$ cat src/rtl/game_state_bridge.sv
// Display-side bridge for the game registers. It latches the ball position and winner once per frame
// and runs the round-over hold. Define GAME_BRIDGE_CLAMP_EN to clamp captured positions to the ball limits.
module game_state_bridge #(
  parameter int SCREEN_W        = 640,
  parameter int SCREEN_H        = 480,
  parameter int BALL_SIZE       = 8,
  parameter int WIN_HOLD_FRAMES = 120
) (
  input  logic        clock,
  input  logic        reset,
  input  logic        frame_start,
  input  logic [9:0]  ball_x,
  input  logic [8:0]  ball_y,
  input  logic [1:0]  winner,
  output logic [9:0]  ball_xlim,
  output logic [8:0]  ball_ylim,
  output logic [9:0]  disp_ball_x,
  output logic [8:0]  disp_ball_y,
  output logic        disp_valid,
  output logic [1:0]  disp_winner,
  output logic        round_over,
  output logic [15:0] frame_count
);

  localparam int CW = $clog2(WIN_HOLD_FRAMES + 1);
  localparam logic [9:0]    XLIM      = 10'(SCREEN_W - BALL_SIZE);
  localparam logic [8:0]    YLIM      = 9'(SCREEN_H - BALL_SIZE);
  localparam logic [CW-1:0] HOLD_INIT = CW'(WIN_HOLD_FRAMES);

  typedef enum logic [1:0] {PLAY, HOLD, WAIT_CLEAR} state_t;

  state_t        state, state_next;
  logic [CW-1:0] hold_cnt;
  logic [1:0]    w;
  logic [9:0]    cap_x;
  logic [8:0]    cap_y;

  // Code 3 is not a real winner and behaves as "none".
  always_comb begin
    w = (winner == 2'd3) ? 2'd0 : winner;
  end

`ifdef GAME_BRIDGE_CLAMP_EN
  always_comb begin
    cap_x = (ball_x > XLIM) ? XLIM : ball_x;
    cap_y = (ball_y > YLIM) ? YLIM : ball_y;
  end
`else
  always_comb begin
    cap_x = ball_x;
    cap_y = ball_y;
  end
`endif

  // Limits sit at their constants in and out of reset.
  always_ff @(posedge clock or posedge reset) begin
    if (reset) begin
      ball_xlim <= XLIM;
      ball_ylim <= YLIM;
    end else begin
      ball_xlim <= XLIM;
      ball_ylim <= YLIM;
    end
  end

  always_ff @(posedge clock or posedge reset) begin
    if (reset) state <= PLAY;
    else       state <= state_next;
  end

  always_comb begin
    state_next = state;
    if (frame_start) begin
      unique case (state)
        PLAY:       if (w != 2'd0) state_next = HOLD;
        HOLD:       if (hold_cnt == CW'(1)) state_next = (w != 2'd0) ? WAIT_CLEAR : PLAY;
        WAIT_CLEAR: if (w == 2'd0) state_next = PLAY;
        default:    state_next = PLAY;
      endcase
    end
  end

  always_comb begin
    round_over = (state != PLAY);
  end

  always_ff @(posedge clock or posedge reset) begin
    if (reset) begin
      disp_ball_x <= '0;
      disp_ball_y <= '0;
      disp_valid  <= 1'b0;
      disp_winner <= '0;
      frame_count <= '0;
      hold_cnt    <= '0;
    end else if (frame_start) begin
      disp_ball_x <= cap_x;
      disp_ball_y <= cap_y;
      disp_valid  <= 1'b1;
      frame_count <= frame_count + 16'd1;
      // disp_winner is loaded only on entry to HOLD and cleared on every return to PLAY.
      if (state == PLAY && state_next == HOLD) begin
        disp_winner <= w;
        hold_cnt    <= HOLD_INIT;
      end else if (state_next == PLAY) begin
        disp_winner <= '0;
      end
      if (state == HOLD) hold_cnt <= hold_cnt - CW'(1);
    end
  end

endmodule

$ cat config.mk
export PLATFORM = sky130hd
export DESIGN_NAME = game_state_bridge
export DESIGN_NICKNAME = d
export VERILOG_FILES = /design/src/rtl/game_state_bridge.sv
export SDC_FILE = /design/constraint.sdc
export NUM_CORES = 1
export LEC_CHECK = 0
export ABC_AREA = 1
export ABC_CLOCK_PERIOD_IN_PS = 1500
export BUFFER_PORTS_ARGS = -buffer_cell sky130_fd_sc_hd__buf_2
export CORE_ASPECT_RATIO = 1.4
export CORE_MARGIN = 1
export CORE_UTILIZATION = 30
export DETAILED_ROUTE_END_ITERATION = 8
export PLACE_DENSITY_LB_ADDON = 0.1
export SKIP_CTS_REPAIR_TIMING = 1
export SLEW_MARGIN = 30
export SYNTH_ARGS = -nofsm -noshare
export SYNTH_HDL_FRONTEND = slang
export SYNTH_SLANG_ARGS = --single-unit
$ cat constraint.sdc
create_clock -name clock -period 1.5 [get_ports clock]
set_clock_uncertainty 0.1 [all_clocks]
set_input_delay 0.375 -clock clock [delete_from_list [all_inputs] [get_ports clock]]
set_output_delay 0.375 -clock clock [all_outputs]
set_load 0.02 [all_outputs]
==> results of run 1 <==
cell usage after synthesis:
cell type  number
nand2_1        93
dfrtp_1        47
inv_1          27
buf_4          19
nor2_1         18
o21ai_0         9
nand4_1         6
xnor2_1         6
a21oi_1         5
ha_1            5
xor2_1          5
clkbuf_1        4
nand3_1         4
conb_1          2
nand2_4         2
nor3_1          2
a21boi_0        1
buf_6           1
inv_2           1
nand2_2         1
nand3b_1        1
nand4_2         1
nor2_2          1
nor2_4          1
nor2_8          1
nor3b_2         1
o22ai_1         1
or2_2           1
metrics by stage:
stage	power, mW	cell area [um^2]
after CTS	3.93	2910
after global placement	3.09	2820
after detailed placement	3.10	2820
final	4.24	3140
after floorplan	2.60	2360
after global routing	4.57	3140
flip-flops by register name, summed over array words and instances, names as in the netlist:
name	cells
disp_ball_y	9
state	2
disp_winner	2
frame_count	16
disp_valid	1
hold_cnt	7
disp_ball_x	10
area by class of cell:
type | count | share of cell area, %
Sequential cell | 47 | 37.6
Inverter | 28 | 3.47
Multi-Input combinational cell | 184 | 33.3
Clock buffer | 7 | 2.75
Timing Repair Buffer | 94 | 18.9
Tap cell | 97 | 3.87
Clock inverter | 1 | 0.160
metal layers:
metal	vias to the layer above	share of wire (%)	global-route usage [%]
met5	-	0	0
met4	0	2.0	5.56
met3	8	4.2	2.77
met2	41	53	22.9
met1	886	41	16.7
li1	964	-	-
worst min-delay path by stage:
stage                    from                           to  slack [ns]  depth (start not counted)
floorplan               reset   disp_ball_x[0]$_DFFE_PP0P_        0.30                          1
global placement        reset   frame_count[9]$_DFFE_PP0P_        0.24                          2
detailed placement      reset  frame_count[10]$_DFFE_PP0P_        0.23                          2
CTS                     reset  frame_count[10]$_DFFE_PP0P_       -0.11                          2
global route        ball_x[4]   disp_ball_x[4]$_DFFE_PP0P_        0.16                          3
finish              ball_y[0]   disp_ball_y[0]$_DFFE_PP0P_        0.16                          3
worst reg2reg max path, stage by stage, from the launching register on:
cell,delay (ns)
dfrtp_2,0.41
buf_6,0.13
nand2_4,0.06
nor2_8,0.15
nand2_4,0.07
nor3b_4,0.24
nand4_1,0.11
nand2_1,0.07
inv_1,0.04
layout by cell type, fill, tap and decap left out:
| cell type | count |
|---|---|
| nand3_2 | 4 |
| nand2_2 | 9 |
| nor2_2 | 4 |
| dfrtp_2 | 2 |
| nor3_2 | 1 |
| inv_1 | 21 |
| o21ai_1 | 4 |
| buf_6 | 5 |
| nand4_1 | 6 |
| ha_4 | 3 |
| buf_4 | 28 |
| nor3b_4 | 1 |
| o21ai_0 | 5 |
| nor3_1 | 1 |
| clkbuf_1 | 1 |
| buf_2 | 59 |
| a21boi_0 | 1 |
| nor2_1 | 12 |
| inv_2 | 6 |
| clkbuf_8 | 6 |
| conb_1 | 19 |
| dlygate4sd3_1 | 1 |
| ha_1 | 2 |
| nor2_4 | 4 |
| or2_2 | 1 |
| a21oi_1 | 3 |
| nand2_1 | 83 |
| dfrtp_1 | 45 |
| nand3b_1 | 1 |
| nor2_8 | 1 |
| nand2_4 | 4 |
| xnor2_1 | 6 |
| o22ai_1 | 1 |
| buf_12 | 1 |
| xor2_1 | 5 |
| clkinvlp_4 | 1 |
| clkinv_2 | 1 |
| a21oi_2 | 2 |
| nand4_2 | 1 |
cell families after synthesis:
logic type                 Yosys count  synth area share, %
DFF                                 47                 51.4
and+or+nand+nor                    133                 25.7
buffers and inverters               52                 12.0
other                                2                0.328
xor gates and xnor gates            11                 4.21
adders and majority gates            5                 2.73
AOI/OAI and AO/OA                   16                 3.66
power by group through the flow:
stage / Combinational [mW] / Sequential, mW / Clock [mW]
final: 1.69 / 1.75 / 0.801
after global routing: 1.89 / 1.79 / 0.891
after CTS: 1.38 / 1.70 / 0.849
after floorplan: 0.710 / 1.89 / 0
after detailed placement: 1.37 / 1.72 / 0
after global placement: 1.37 / 1.73 / 0
==> flow_summary.ini, run 1 <==
[critical_path]
regToRegStartpoint = frame_count[1]$_DFFE_PP0P_
worst_setup_path_end_kind = output port
r2r_slack_ns = 0.02
worstPathBufferInverterCount = 2
startpoint_type = flip-flop
path_class = reg2out
cpPeakStageDelay_ns = 0.43
r2r-end = frame_count[15]$_DFFE_PP0P_
required_ns = 1.02
critPathMaxFanout = 3
slowest_stage = dfrtp_1
arrival_ns = 1.06
cp.depth = 3
critPathCapture = round_over
rr_worst_depth = 8
crit_family = flip-flops
cp_cell_sequence = nor2_2 -> inv_2 -> buf_6
crit_path_start = state[1]$_DFF_PP0_

[grt]
overflow = 0
antenna_found_initial = 0
grt_pass1_vias = 1783
grt_usage_pct = 13.7
grt_max_degree = 39
grt_first_pass_wirelength_mm = 8.22

[sta]
slew_viol_final = 0
period_needed_ns = 1.54
fin_ws_ns = -0.0358
setup_violations = 1
grt_setup_unrepaired = true
finalCritPeriodShare_pct = 102
timing.fmax_ghz = 0.651
hold_viol = 0
holdWs_ns = 0.165
finalSetupTns_ns = -0.0358

[min_path]
hold_path.class = in2reg

[cells_and_area]
fillers = 790
fin_util_pct = 42.6
regArea_um2 = 1180
multi_input_area_um2 = 1040
drive_above_1_share_pct = 39.9
fin_nets = 389
fin_cells = 458
syn_to_final_growth_pct = 37.0
diodes = 0

[run]
maxCapViolations = 0

[placed_design]
place_hpwl_mm = 3.76
portBuffers = 62
place_inst = 442
post-place-ws_ns = -0.208
gp_congestion = 0.723

[cts]
cts-root-buf = clkbuf_8
cts.sinks = 47
insertion_delay_ns = 0.30
cts_buffers = 5
clock_path_buffers = 2
htreeDepth = 2
cts.clk_slew.worst_paths_ns = 0.09
cts_tree = done

[drt]
routed_wl_mm = 5.24
drcViolationCount = 0
num_vias = 1899
vias_per_cell = 4.15
drt_iter0_drc = 47
antenna_left = 0
drt-pass1-iter-count = 4
wire_per_inst_um = 11.4

[yosys]
synth_top_area_cell = dfrtp_1
synth-seq-cells = 47
avgSynthCellArea_um2 = 8.61
netlist_area_um2 = 2290
yosysWarnings = 0
syn_inst = 266
synthTopCellsByArea = dfrtp_1 51%, nand2_1 15%, buf_4 6.2%
synthDistinctLibCells = 28
ys_seq_area_share_pct = 51.4
synth_top_cell_area_share_pct = 51.4

[outcome]
violations = negative setup slack
status = complete, but fails checks

[pwr]
swShare_pct = 38.5
p_int_mw = 2.61
total_switching_power_mw = 1.63
p_leak_nw = 1.72
p_per_area_nw_per_um2 = 1350
p_clk_share_pct = 18.9
ir_worst_vdd_v = 0.000797
p_comb_share_pct = 39.8
p_seq_share_pct = 41.3

[die]
ios = 82
die_area_um2 = 7990
die_h_um = 105
num_rows = 37
start_util_pct = 31.1
coreArea_um2 = 7360
die_w_um = 75.8
(Power assumes the default switching activity.)
==> run 2: changes to the inputs <==
- REMOVE_ABC_BUFFERS: not set -> 1
==> flow_summary.ini, run 2 (synthesis gave the netlist of run 1 again) <==
[outcome]
status = complete, but fails checks
violations = negative setup slack

[critical_path]
slowest_stage = dfrtp_1
cp_cell_sequence = ha_2 -> nand2_2 -> nor2_4 -> inv_2 -> nor2_4 -> buf_6 -> nand4_1 -> xnor2_1
regToRegStartpoint = frame_count[1]$_DFFE_PP0P_
critPathMaxFanout = 4
required_ns = 1.62
arrival_ns = 1.67
rr_worst_depth = 8
cpPeakStageDelay_ns = 0.39
worstPathBufferInverterCount = 2
r2r_slack_ns = -0.05
r2r-end = frame_count[12]$_DFFE_PP0P_
startpoint_type = flip-flop
path_class = reg2reg
crit_family = simple AND/OR/NAND/NOR gates
crit_top_cell = nor2_4
cp.depth = 8
worst_setup_path_end_kind = flip-flop

[die]
die_w_um = 75.8
start_util_pct = 31.1
num_rows = 37
die_h_um = 105
ios = 82
coreArea_um2 = 7360
die_area_um2 = 7990

[sta]
hold_viol = 0
grt_setup_unrepaired = true
period_needed_ns = 1.55
finalSetupTns_ns = -0.128
slew_viol_final = 0
fin_ws_ns = -0.0510
finalCritPeriodShare_pct = 103
timing.fmax_ghz = 0.645
setup_violations = 4

[cells_and_area]
top_register = frame_count
drive_above_1_share_pct = 37.8
syn_to_final_growth_pct = 36.9
final_common_cell = nand2_1
design_area_um2 = 3140
fin_util_pct = 42.6
fillers = 775
fin_nets = 393
diodes = 0
top_regs = frame_count x16, disp_ball_x x10, disp_ball_y x9
largest_register_ffs = 16
final_cell_mix = 88 x nand2_1, 57 x buf_2, 46 x dfrtp_1, 34 x buf_4, 21 x inv_1

[pwr]
swShare_pct = 36.8
ir_worst_vdd_v = 0.000662
p_leak_nw = 1.74
p_int_mw = 2.76
p_clk_share_pct = 21.5
p_per_area_nw_per_um2 = 1390
finalPower_mw = 4.36
p_comb_share_pct = 39.1
total_switching_power_mw = 1.60
p_seq_share_pct = 39.4

[grt]
grt_first_pass_wirelength_mm = 8.04
overflow = 0
antenna_found_initial = 0
grt_pass1_vias = 1792
grt_max_degree = 48
grt_usage_pct = 13.3

[drt]
drt_iter0_drc = 74
vias_per_cell = 4.15
routed_wl_mm = 5.11
wire_per_inst_um = 11.0
drcViolationCount = 0
num_vias = 1917
drt-pass1-iter-count = 4
antenna_left = 0

[min_path]
hold_depth = 3
hold_start = ball_y[8]
holdPathEnd = disp_ball_y[8]$_DFFE_PP0P_
hold_path.class = in2reg

[placed_design]
place_hpwl_mm = 3.76
portBuffers = 62
placed_area_um2 = 2820
post-place-ws_ns = -0.232
gp_congestion = 0.754

[cts]
insertion_delay_ns = 0.30
cts_buffers = 5
clock_path_buffers = 2
cts.clk_slew.worst_paths_ns = 0.09
cts_tree = done
cts-root-buf = clkbuf_8
htreeDepth = 2
cts.sinks = 47

[run]
maxCapViolations = 0
run 2: worst max path at each step:
stage	slack, ns	endpoint	startpoint
floorplan	-0.09	disp_ball_x[0]$_DFFE_PP0P_	reset
global placement	-0.17	hold_cnt[4]$_DFFE_PP0P_	winner[0]
detailed placement	-0.23	hold_cnt[4]$_DFFE_PP0P_	winner[0]
CTS	-0.1	round_over	state[1]$_DFF_PP0_
global route	-0.17	frame_count[12]$_DFFE_PP0P_	frame_count[1]$_DFFE_PP0P_
finish	-0.05	frame_count[12]$_DFFE_PP0P_	frame_count[1]$_DFFE_PP0P_
run 2: area by class of cell:
class / count / area [um^2] / share of cell area, %
Clock buffer: 5 / 68.8 / 2.19
Clock inverter: 3 / 43.8 / 1.40
Inverter: 28 / 105 / 3.35
Multi-Input combinational cell: 184 / 992 / 31.6
Sequential cell: 47 / 1180 / 37.5
Tap cell: 97 / 121 / 3.87
Timing Repair Buffer: 98 / 627 / 20.0
run 2: power groups by stage:
stage               Combinational [mW]  Sequential, mW  Clock, mW
floorplan                        0.659            1.89          0
global placement                  1.42            1.71          0
detailed placement                1.43            1.71          0
CTS                               1.43            1.69      0.985
global route                      1.91            1.75       1.03
finish                            1.70            1.72      0.939
run 2: worst reg2reg max path, stage by stage, from the launching register on:
cell and delay [ns]:
dfrtp_1 0.39, ha_2 0.18, nand2_2 0.07, nor2_4 0.13
inv_2 0.06, nor2_4 0.16, buf_6 0.12, nand4_1 0.08
xnor2_1 0.18
run 2: layer usage:
layer / track usage [%] / up-vias / part of all wire, %
met2: 22.6 / 44 / 54
met4: 5.16 / 0 / 1.2
met1: 15.9 / 899 / 42
li1: - / 969 / -
met5: 0 / - / 0
met3: 2.58 / 5 / 3.2
run 2: through the flow:
step | hold slack [ns] | std cells
global route | 0.159 | 462
detailed placement | 0.340 | 444
finish | 0.164 | 462
global placement | 0.339 | 444
floorplan | 0.358 | 259
CTS | -0.00180 | 452
==> run 3: changes to the inputs <==
- SKIP_LAST_GASP: not set -> 1
==> flow_summary.ini, run 3 (synthesis gave the netlist of run 1 again) <==
[cells_and_area]
largest_register_ffs = 16
design_area_um2 = 3130
multi_input_area_um2 = 992
top_register = frame_count
fin_util_pct = 42.6
diodes = 0
syn_to_final_growth_pct = 36.9
fillers = 776
top_regs = frame_count x16, disp_ball_x x10, disp_ball_y x9
fin_nets = 393
final_cell_mix = 88 x nand2_1, 57 x buf_2, 47 x dfrtp_1, 34 x buf_4, 21 x inv_1
drive_above_1_share_pct = 37.5
final_common_cell = nand2_1
regArea_um2 = 1180

[grt]
met3_usage_pct = 2.58
top_usage_layer = met2
use_met1_pct = 15.9
grt_first_pass_wirelength_mm = 8.04
grtUsageMet2_pct = 22.6
grt_usage_pct = 13.3
grt_pass1_vias = 1792
overflow = 0
antenna_found_initial = 0
grt_max_degree = 48

[critical_path]
crit_family = simple AND/OR/NAND/NOR gates
crit_top_cell = nor2_4
startpoint_type = flip-flop
slowest_stage = dfrtp_1
cpPeakStageDelay_ns = 0.39
arrival_ns = 1.67
critPathMaxFanout = 4
path_class = reg2reg
worstPathBufferInverterCount = 2
cp_cell_sequence = ha_2 -> nand2_2 -> nor2_4 -> inv_2 -> nor2_4 -> buf_6 -> nand4_1 -> xnor2_1
worst_setup_path_end_kind = flip-flop
required_ns = 1.62

[drt]
wire_per_inst_um = 11.0
drcViolationCount = 0
drt-pass1-iter-count = 4
drt_iter0_drc = 76
num_vias = 1916
antenna_left = 0
routed_wl_mm = 5.10
vias_per_cell = 4.15

[sta]
setup_violations = 4
fin_ws_ns = -0.0510
grt_setup_unrepaired = true
holdWs_ns = 0.164
finalCritPeriodShare_pct = 103
timing.fmax_ghz = 0.645
hold_viol = 0
slew_viol_final = 0
period_needed_ns = 1.55

[cts]
cts.clk_slew.worst_paths_ns = 0.09
htreeDepth = 2
cts_buffers = 5
cts_tree = done
clock_path_buffers = 2
cts.sinks = 47
cts-root-buf = clkbuf_8
insertion_delay_ns = 0.30

[min_path]
hold_path.class = in2reg

[die]
die_area_um2 = 7990
die_w_um = 75.8
coreArea_um2 = 7360
num_rows = 37
ios = 82
start_util_pct = 31.1
die_h_um = 105

[pwr]
ir_worst_vdd_v = 0.000661
p_leak_nw = 1.74
p_per_area_nw_per_um2 = 1390

[placed_design]
gp_congestion = 0.754
portBuffers = 62
placed_area_um2 = 2820
place_hpwl_mm = 3.76
post-place-ws_ns = -0.232

[outcome]
violations = negative setup slack
status = complete, but fails checks

[run]
maxCapViolations = 0
[run 3: changes by cell type in the layout (fill, tap and decap cells not counted)]
| cell | delta |
|---|---|
| dfrtp_2 | -1 |
| dfrtp_1 | +1 |
[run 3: through the flow]
step	setup TNS [ns]	cells	total power, mW
final	-0.133	462	4.36
after global routing	-0.782	462	4.69
after CTS	-0.214	452	4.11
after detailed placement	-1.43	444	3.14
after global placement	-1.10	444	3.13
after floorplan	-4.39	259	2.55
[run 3: tightest hold or removal path: stages]
cell and delay, ns:
buf_2 0.07, nand2_1 0.04, nand2_1 0.05
[run 3: final timing paths]
check	startpoint	endpoint	cells after the start	slack, ns
min reg2reg	disp_valid$_DFFE_PP0P_	disp_valid$_DFFE_PP0P_	1	0.37
max	frame_count[1]$_DFFE_PP0P_	frame_count[12]$_DFFE_PP0P_	8	-0.05
min in group asynchronous	reset	frame_count[3]$_DFFE_PP0P_	4	0.55
max reg2reg	frame_count[1]$_DFFE_PP0P_	frame_count[12]$_DFFE_PP0P_	8	-0.05
max in group asynchronous	reset	disp_ball_x[4]$_DFFE_PP0P_	4	0.53
min	ball_y[8]	disp_ball_y[8]$_DFFE_PP0P_	3	0.16
[run 3: routing by layer]
metal / share of wire (%) / vias up
met2: 54 / 44
met3: 3.2 / 5
met1: 42 / 898
met5: 0 / -
met4: 1.2 / 0
li1: - / 969
[run 3: final cells by class]
cell class	count	area share [%]
clock inverter	3	1.40
sequential	47	37.5
inverter	28	3.35
tap	97	3.87
timing repair buffer	98	20.0
multi-input combinational	184	31.7
clock buffer	5	2.20
[run 3: report_power, final]
group,leakage (nW),internal [mW],switching (mW)
Sequential,0.560,1.52,0.199
Combinational,1.12,0.742,0.962
Clock,0.0581,0.497,0.442
Total,1.74,2.76,1.60
